--- src/rtl/imem_loader_if.sv ---
// imem_loader_if: load-beat and fetch bus between a program source/CPU and imem_loader
//   slave  (loader side): takes ld_start/ld_valid/ld_data/ld_last and pc/fetch_en,
//                         drives ld_ready/ld_done/ld_err/ld_len/ld_csum and op/op_valid
//   master (source side): the mirror image
interface imem_loader_if #(
   parameter int AW = 6,
   parameter int DW = 16
);
   logic          ld_start;
   logic          ld_valid;
   logic [DW-1:0] ld_data;
   logic          ld_last;
   logic          ld_ready;
   logic          ld_done;
   logic          ld_err;
   logic [AW:0]   ld_len;
   logic [DW-1:0] ld_csum;
   logic [AW-1:0] pc;
   logic          fetch_en;
   logic [DW-1:0] op;
   logic          op_valid;

   modport slave (
      input  ld_start, ld_valid, ld_data, ld_last, pc, fetch_en,
      output ld_ready, ld_done, ld_err, ld_len, ld_csum, op, op_valid
   );

   modport master (
      output ld_start, ld_valid, ld_data, ld_last, pc, fetch_en,
      input  ld_ready, ld_done, ld_err, ld_len, ld_csum, op, op_valid
   );
endinterface

--- src/rtl/imem_loader.sv ---
// imem_loader: streams a program into a 2**AW-word instruction memory, then serves registered fetches
//   clk, rst_n : clock, synchronous active-low reset
//   bus        : load beats (ld_*), load status (ld_ready/ld_done/ld_err/ld_len/ld_csum),
//                fetch request (pc/fetch_en) and registered result (op/op_valid)
module imem_loader #(
   parameter int            AW      = 6,
   parameter int            DW      = 16,
   parameter logic [DW-1:0] FILL_OP = '0
) (
   input logic           clk,
   input logic           rst_n,
   imem_loader_if.slave  bus
);
   localparam int DEPTH = 2 ** AW;

   typedef enum logic [1:0] {EMPTY, LOAD, RUN} state_t;

   state_t        state_q, state_d;
   logic [AW-1:0] wptr_q, wptr_d;
   logic [AW:0]   len_q, len_d;
   logic [DW-1:0] csum_q, csum_d;
   logic          err_q, err_d;
   logic          done_q, done_d;
   logic [DW-1:0] op_q, op_d;
   logic          op_valid_q, op_valid_d;
   logic [DW-1:0] mem [DEPTH];
   logic          acc;

   // ld_start wins: a beat in the same cycle is dropped
   assign acc = bus.ld_valid && state_q == LOAD && !bus.ld_start;

   assign bus.ld_ready = state_q == LOAD;
   assign bus.ld_done  = done_q;
   assign bus.ld_err   = err_q;
   assign bus.ld_len   = len_q;
   assign bus.ld_csum  = csum_q;
   assign bus.op       = op_q;
   assign bus.op_valid = op_valid_q;

   always_comb begin
      state_d    = state_q;
      wptr_d     = wptr_q;
      len_d      = len_q;
      csum_d     = csum_q;
      err_d      = err_q;
      done_d     = 1'b0;
      op_d       = op_q;
      op_valid_d = op_valid_q;
      if (bus.ld_start) begin
         state_d = LOAD;
         wptr_d  = '0;
         len_d   = '0;
         csum_d  = '0;
         err_d   = 1'b0;
      end else if (acc) begin
         wptr_d = wptr_q + 1'b1;
         len_d  = len_q + 1'b1;
         csum_d = csum_q ^ bus.ld_data;
         // last beat, or memory full without a last marker (overflow)
         if (bus.ld_last || &wptr_q) begin
            state_d = RUN;
            done_d  = 1'b1;
            err_d   = !bus.ld_last;
         end
      end
      // fetch decisions use the current state, so a fetch alongside ld_start still sees the old program
      if (state_q != RUN) begin
         op_d       = FILL_OP;
         op_valid_d = 1'b0;
      end else if (bus.fetch_en) begin
         op_d       = ({1'b0, bus.pc} < len_q) ? mem[bus.pc] : FILL_OP;
         op_valid_d = 1'b1;
      end
   end

   always_ff @(posedge clk) begin
      if (!rst_n) begin
         state_q    <= EMPTY;
         wptr_q     <= '0;
         len_q      <= '0;
         csum_q     <= '0;
         err_q      <= 1'b0;
         done_q     <= 1'b0;
         op_q       <= FILL_OP;
         op_valid_q <= 1'b0;
      end else begin
         state_q    <= state_d;
         wptr_q     <= wptr_d;
         len_q      <= len_d;
         csum_q     <= csum_d;
         err_q      <= err_d;
         done_q     <= done_d;
         op_q       <= op_d;
         op_valid_q <= op_valid_d;
      end
   end

   // storage is never cleared; ld_len gates stale contents to FILL_OP
   always_ff @(posedge clk) begin
      if (rst_n && acc) mem[wptr_q] <= bus.ld_data;
   end
endmodule

--- src/flat_wrapper.sv ---
// flat-port wrapper written by rule: the top's interface ports become plain ports
module imem_loader_flat 
#(
   parameter int            AW      = 6,
   parameter int            DW      = 16,
   parameter logic [DW-1:0] FILL_OP = '0
)
  (clk, rst_n, bus_ld_start, bus_ld_valid, bus_ld_data, bus_ld_last, bus_pc, bus_fetch_en, bus_ld_ready, bus_ld_done, bus_ld_err, bus_ld_len, bus_ld_csum, bus_op, bus_op_valid);
  imem_loader_if #(.AW(AW), .DW(DW)) bus_i ();
  input logic clk;
  input logic rst_n;
  input wire logic [$bits(bus_i.ld_start)-1:0] bus_ld_start;
  input wire logic [$bits(bus_i.ld_valid)-1:0] bus_ld_valid;
  input wire logic [$bits(bus_i.ld_data)-1:0] bus_ld_data;
  input wire logic [$bits(bus_i.ld_last)-1:0] bus_ld_last;
  input wire logic [$bits(bus_i.pc)-1:0] bus_pc;
  input wire logic [$bits(bus_i.fetch_en)-1:0] bus_fetch_en;
  output wire logic [$bits(bus_i.ld_ready)-1:0] bus_ld_ready;
  output wire logic [$bits(bus_i.ld_done)-1:0] bus_ld_done;
  output wire logic [$bits(bus_i.ld_err)-1:0] bus_ld_err;
  output wire logic [$bits(bus_i.ld_len)-1:0] bus_ld_len;
  output wire logic [$bits(bus_i.ld_csum)-1:0] bus_ld_csum;
  output wire logic [$bits(bus_i.op)-1:0] bus_op;
  output wire logic [$bits(bus_i.op_valid)-1:0] bus_op_valid;
  assign bus_i.ld_start = bus_ld_start;
  assign bus_i.ld_valid = bus_ld_valid;
  assign bus_i.ld_data = bus_ld_data;
  assign bus_i.ld_last = bus_ld_last;
  assign bus_i.pc = bus_pc;
  assign bus_i.fetch_en = bus_fetch_en;
  assign bus_ld_ready = bus_i.ld_ready;
  assign bus_ld_done = bus_i.ld_done;
  assign bus_ld_err = bus_i.ld_err;
  assign bus_ld_len = bus_i.ld_len;
  assign bus_ld_csum = bus_i.ld_csum;
  assign bus_op = bus_i.op;
  assign bus_op_valid = bus_i.op_valid;
  imem_loader #(.AW(AW), .DW(DW), .FILL_OP(FILL_OP)) u_core (.clk(clk), .rst_n(rst_n), .bus(bus_i));
endmodule
--- config.mk ---
export PLATFORM = sky130hd
export DESIGN_NAME = imem_loader_flat
export DESIGN_NICKNAME = d
export VERILOG_FILES = /design/src/rtl/imem_loader_if.sv /design/src/rtl/imem_loader.sv /design/src/flat_wrapper.sv
export SDC_FILE = /design/constraint.sdc
export NUM_CORES = 1
export LEC_CHECK = 0
export ABC_AREA = 1
export ABC_CLOCK_PERIOD_IN_PS = 2300
export BUFFER_PORTS_ARGS = -buffer_cell sky130_fd_sc_hd__buf_2
export CAP_MARGIN = 5
export CORE_ASPECT_RATIO = 1.75
export CORE_MARGIN = 1
export CORE_UTILIZATION = 30
export CTS_CLUSTER_DIAMETER = 50
export DETAILED_ROUTE_END_ITERATION = 10
export HOLD_SLACK_MARGIN = 0.12
export SLEW_MARGIN = 20
export SYNTH_ARGS = -nofsm -noshare
export SYNTH_HDL_FRONTEND = slang
export SYNTH_SLANG_ARGS = --single-unit
--- constraint.sdc ---
create_clock -name clk -period 2.3 [get_ports clk]
set_input_delay 0.46 -clock clk [delete_from_list [all_inputs] [get_ports clk]]
set_output_delay 0.46 -clock clk [all_outputs]
set_load 0.01 [all_outputs]
Yosys cells after proc, flatten, opt, wreduce, memory -nomap -nowiden

Memory sizes are Yosys's and may differ from the RTL's.
Index checks and enable logic that the tools add are counted.

Memories: 1
Logic and storage cells: 39
Bits in registers: 50
Bits in writable memories: 1,024
Input bits: 28
Output and inout bits: 43

Reductions and logical operators: 14
Equal/unequal tests: 2
$add $sub $neg: 2
Muxes and demuxes: 7
$lt $le $gt $ge: 1
Bitwise operators: 3

Memories:

| memory     | depth | width | read ports | clocked after Yosys merged registers in | wr ports | line              | source |
|---|---|---|---|---|---|---|---|
| u_core.mem | 64    | 16    | 1          | 0                                       | 1        | imem_loader.sv:26 | `logic [DW-1:0] mem [DEPTH];` |

Operators with widths:

| cell                                                | number |
|---|---|
| two-way mux 16 bit                                  | 1 |
| XOR 16 bit                                          | 1 |
| adder 7 x 1 -> 7 bit, second input constant         | 1 |
| less-than comparator 6 x 7 -> 1 bit                 | 1 |
| adder 6 x 1 -> 6 bit, second input constant         | 1 |
| two-way mux 1 bit                                   | 6 |
| AND reduction 6 bit                                 | 1 |
| AND reduction 2 bit                                 | 2 |
| nonzero test 2 bit                                  | 2 |
| OR reduction 2 bit                                  | 2 |
| logical AND 1 bit                                   | 3 |
| OR reduction 3 bit                                  | 1 |
| equality test 2 x 1 -> 1 bit, second input constant | 1 |
| zero test 1 bit                                     | 2 |
| inequality test 2 bit, second input constant        | 1 |
| NOT 1 bit                                           | 2 |
| logical OR 1 bit                                    | 1 |

Depth between registers and ports, before layout

Word-level depth: 6
Depth in mapped cells: 14
Depth with buffers taken out: 11

Worst setup path after synthesis

No wires, ideal clock.

Path type: input-to-reg
From: input port rst_n
To: memory u_core.mem[0][0] (enable)
Library setup time: 0.389 ns
Setup slack: -0.140 ns
Arrival time: 2.052 ns
Data required time: 1.911 ns
Stages: 6
Buffers on the path: 0
Path through: inv_1 nor2_1 inv_1 nor3_1 nand3_1 nor2_1

Cells in the longest elaborated chain, start to end: 3

RTL lines:

| what                                    | line               | source |
|---|---|---|
| start: declaration                      | flat_wrapper.sv:11 | `input logic rst_n;` |
| logical AND 1 bit                       | imem_loader.sv:100 | `if (rst_n && acc) mem[wptr_q] <= bus.ld_data;` |
| two-way mux 1 bit                       | imem_loader.sv:100 |  |
| two-way mux 1 bit (not written as such) | imem_loader.sv:100 |  |
| end: declaration                        | imem_loader.sv:26  |  |

Every way passes these cells.

Final worst setup path

From: input port rst_n
To: memory u_core.mem[50][2] (enable)

Same word-level chain as after synthesis.

==> metrics.md <==
| Metric | Value |
|---|---|
| Fill cell count | `13900` |
| Fmax | `~460 MHz` |
| Total GRT Usage | `about 17%` |
| Routability cong. | `0.878` |
| Power Internal | `between 0.03 and 0.04 W` |
| Crit end category | `flip-flop` |
| Peak VDD IR | `a little over 600 uV` |
| Final-report setup violation count | `0` |
| Flops & latches, synth | `around 1100` |
| Clock latency at the later pin of the worst-skew pair | `roughly 0.67 ns` |
| Synth Instances | `3782` |
| Avg Vias per Cell | `just under 5` |
| Comb pwr share | `under 10%` |
| Critical Path RT | `about 2.7 ns` |
| Post-Route WL | `around 130 mm` |
| Syn nets | `3817` |
| Die area | `around 150000 um^2` |
| Vias in the first global route | `about 30000` |
| Aggregate global routing overflow | `0` |
| Num CTS Buffers | `89` |
| Min Tclk post-route | `2.17 ns` |
| Core Region | `145000 um^2` |
| Clock network fraction of total power | `roughly two fifths` |
| Area of the multi-input gates | `about 10000 um^2` |
| WHS | `about 0.19 ns` |
| Final hold vios | `0` |
| Nets | `4036` |
| Yosys cell types | `28` |
| Root Driver | `clkbuf_16` |
| Die H | `about 500 um` |
| Outcome | `completed` |
| Cell Area, Synth | `between 40000 and 50000 um^2` |
| Initial Util | `between 30% and 40%` |
| Pwr Density | `~780 nW/um^2` |
| YS warnings | `0` |
| Maximum number of pins on one net before global-route repair | `69` |
| WS Path Type | `in -> reg` |
| Sw frac | `about 22%` |
| Die span in x | `just under 300 um` |
| Slew HR | `54.6%` |
| IO Pins | `71` |
| Area Overhead vs Synth | `18.9%` |
| Rows | `~190` |
| Seq/Total Area, Yosys | `72.5%` |
| Crit share post-route | `94.3%` |
| RSZ-0062 raised after global routing | `false` |
| Dominant cell type by area after synthesis | `edfxtp_1` |
| Max Cap Viol | `0` |
| Slew Limit Fails | `0` |
| CP max FO | `15` |
| First-pass GRT wire length | `between 150 and 200 mm` |
| Share of cells above drive strength 1 | `12.3%` |
| Synth top area share | `70.2%` |
| NetSw | `between 0.009 and 0.01 W` |
| Lkg Pwr | `18.7 nW` |
| DP HPWL | `slightly above 80 mm` |
| Sequential share of power | `between 50 and 60%` |
| Clock buffer depth | `3` |
| Clock skew | `0.0354 ns` |
| Routed vias | `a little under 30000` |
| H-tree depth | `3` |
| Final ANT Viol Nets | `0` |
| Wire length per cell | `21.7 um` |
| Largest cells by area after synthesis | `edfxtp_1, nand2_1, nand3_1` |
| Avg Inst Size Synth | `between 10 and 15 um^2` |
| Hold/Removal Path Class | `in -> reg` |
| Port buffer count | `70` |
| CTS tree | `yes` |
| Pre-antenna DRT Iters | `6` |
| Overall power | `~0.04 W` |
| Worst slew pin tran | `~0.68 ns` |
| DRC viols | `0` |
| CP Launch Type | `primary input` |
| Initial antenna violation count | `1` |
| Post-CTS setup buffers | `0` |
| CP arrival | `2.53 ns` |
| CTS clk-pin slew, worst paths | `0.07 ns` |
| Initial DRC count | `about 2600` |
| Clk sinks | `~1100` |
| Setup TNS | `0 ns` |
| Reg area | `about 32000 um^2` |
==> area by class of cell <==
| cell class | count | area share, % |
|---|---|---|
| Clock buffer | 101 | 4.41 |
| Clock inverter | 63 | 1.50 |
| Timing Repair Buffer | 361 | 8.20 |
| Inverter | 47 | 0.389 |
| Sequential cell | 1074 | 61.0 |
| Multi-Input combinational cell | 2428 | 20.0 |
| Tap cell | 1870 | 4.49 |
| Antenna cell | 1 | 0.00481 |
==> cell usage after synthesis, drive strengths merged <==
cell type,number
o31ai,1
or2,1
ha,7
o21ai,13
edfxtp,1024
nor2,83
clkinv,3
inv,44
a21oi,44
and3,1
buf,202
nand3,891
dfxtp,50
o21bai,1
a211oi,2
nand4,4
nor3,7
nand2,1372
clkbuf,31
a221oi,1
==> critical path, cell delays in order <==
cell,delay [ns]
dlygate4sd3_1,0.52
buf_2,0.11
inv_1,0.06
nor2_1,0.14
inv_1,0.10
nor3_1,0.24
buf_4,0.17
nand3_1,0.06
buf_4,0.20
nor2_1,0.24
buf_12,0.20
==> repair_timing <==
item	CTS	global route
hold endpoints to repair	4	0
endpoints found under the setup margin	0	0
resized for setup	0	0
hold buffers	4	0
==> flip-flops by register name, indices dropped and copies added (netlist names) <==
name	cells
u_core.bus.ld_err	1
u_core.bus.op_valid	1
u_core.bus.op	16
u_core.state_q	2
u_core.bus.ld_done	1
u_core.wptr_q	6
u_core.bus.ld_csum	16
u_core.mem	1024
u_core.bus.ld_len	7
==> layer usage <==
| metal | track usage (%) | up-vias | wire (um) |
|---|---|---|---|
| met1 | 18.3 | 14500 | 45600 |
| li1 | - | 13600 | - |
| met4 | 11.0 | 0 | 8250 |
| met2 | 32.0 | 1113 | 68300 |
| met3 | 1.82 | 304 | 6650 |
| met5 | 0 | - | 0 |
==> metrics by stage <==
stage          instance area [um^2]  util, %  setup WS (ns)  cells
3_5_place_dp                  48900     33.8         -0.319   5776
6_report                      52100     35.9          0.132   5945
2_1_floorplan                 43800        -         -0.140   3782
4_1_cts                       52100     35.9          0.187   5944
3_3_place_gp                  48900     33.8         -0.346   5776
5_1_grt                       52100     35.9         0.0278   5945
==> worst paths after layout <==
path | depth (start not counted) | slack [ns] | startpoint | end
setup / recovery | 11 | 0.13 | rst_n | u_core.mem[50][2]
hold / removal | 1 | 0.19 | bus_ld_data[8] | u_core.mem[49][8]
setup reg to reg | 9 | 0.22 | u_core.state_q[1] | u_core.mem[50][2]
hold reg to reg | 1 | 0.45 | u_core.bus.ld_csum[2] | u_core.bus.ld_csum[2]
==> cell usage in the layout, fill, tap and decap left out, types with 11 or more instances in the layout <==
| master | count |
|---|---|
| clkinv_2 | 16 |
| edfxtp_1 | 1024 |
| buf_4 | 152 |
| buf_2 | 67 |
| o21ai_0 | 12 |
| clkbuf_1 | 11 |
| nor2_1 | 83 |
| clkbuf_16 | 90 |
| buf_12 | 136 |
| bufinv_16 | 17 |
| nand3_1 | 891 |
| dfxtp_1 | 50 |
| clkinv_1 | 16 |
| inv_1 | 41 |
| a21oi_1 | 44 |
| nand2_1 | 1372 |
==> logic make-up (layout without fill, tap and decap cells) <==
kind of cell	count (synthesis)	in the layout	synth area share [%]
AO/OA/AOI/OAI	62	62	0.740
flip-flops	1074	1074	72.5
adder cells (fa/ha/maj)	7	7	0.200
other	0	1	0
AND/OR/NAND/NOR	2359	2359	22.9
buffers and inverters	280	572	3.68
==> power by group through the flow <==
stage                     logic, W  registers (W)  clock network, W
after CTS                  0.00285         0.0214            0.0165
final                      0.00284         0.0214            0.0162
after detailed placement   0.00284         0.0218                 0
after global placement     0.00282         0.0218                 0
after floorplan            0.00137         0.0218                 0
after global routing       0.00305         0.0214            0.0171
No activity file was read; power rests on OpenSTA's default activity.
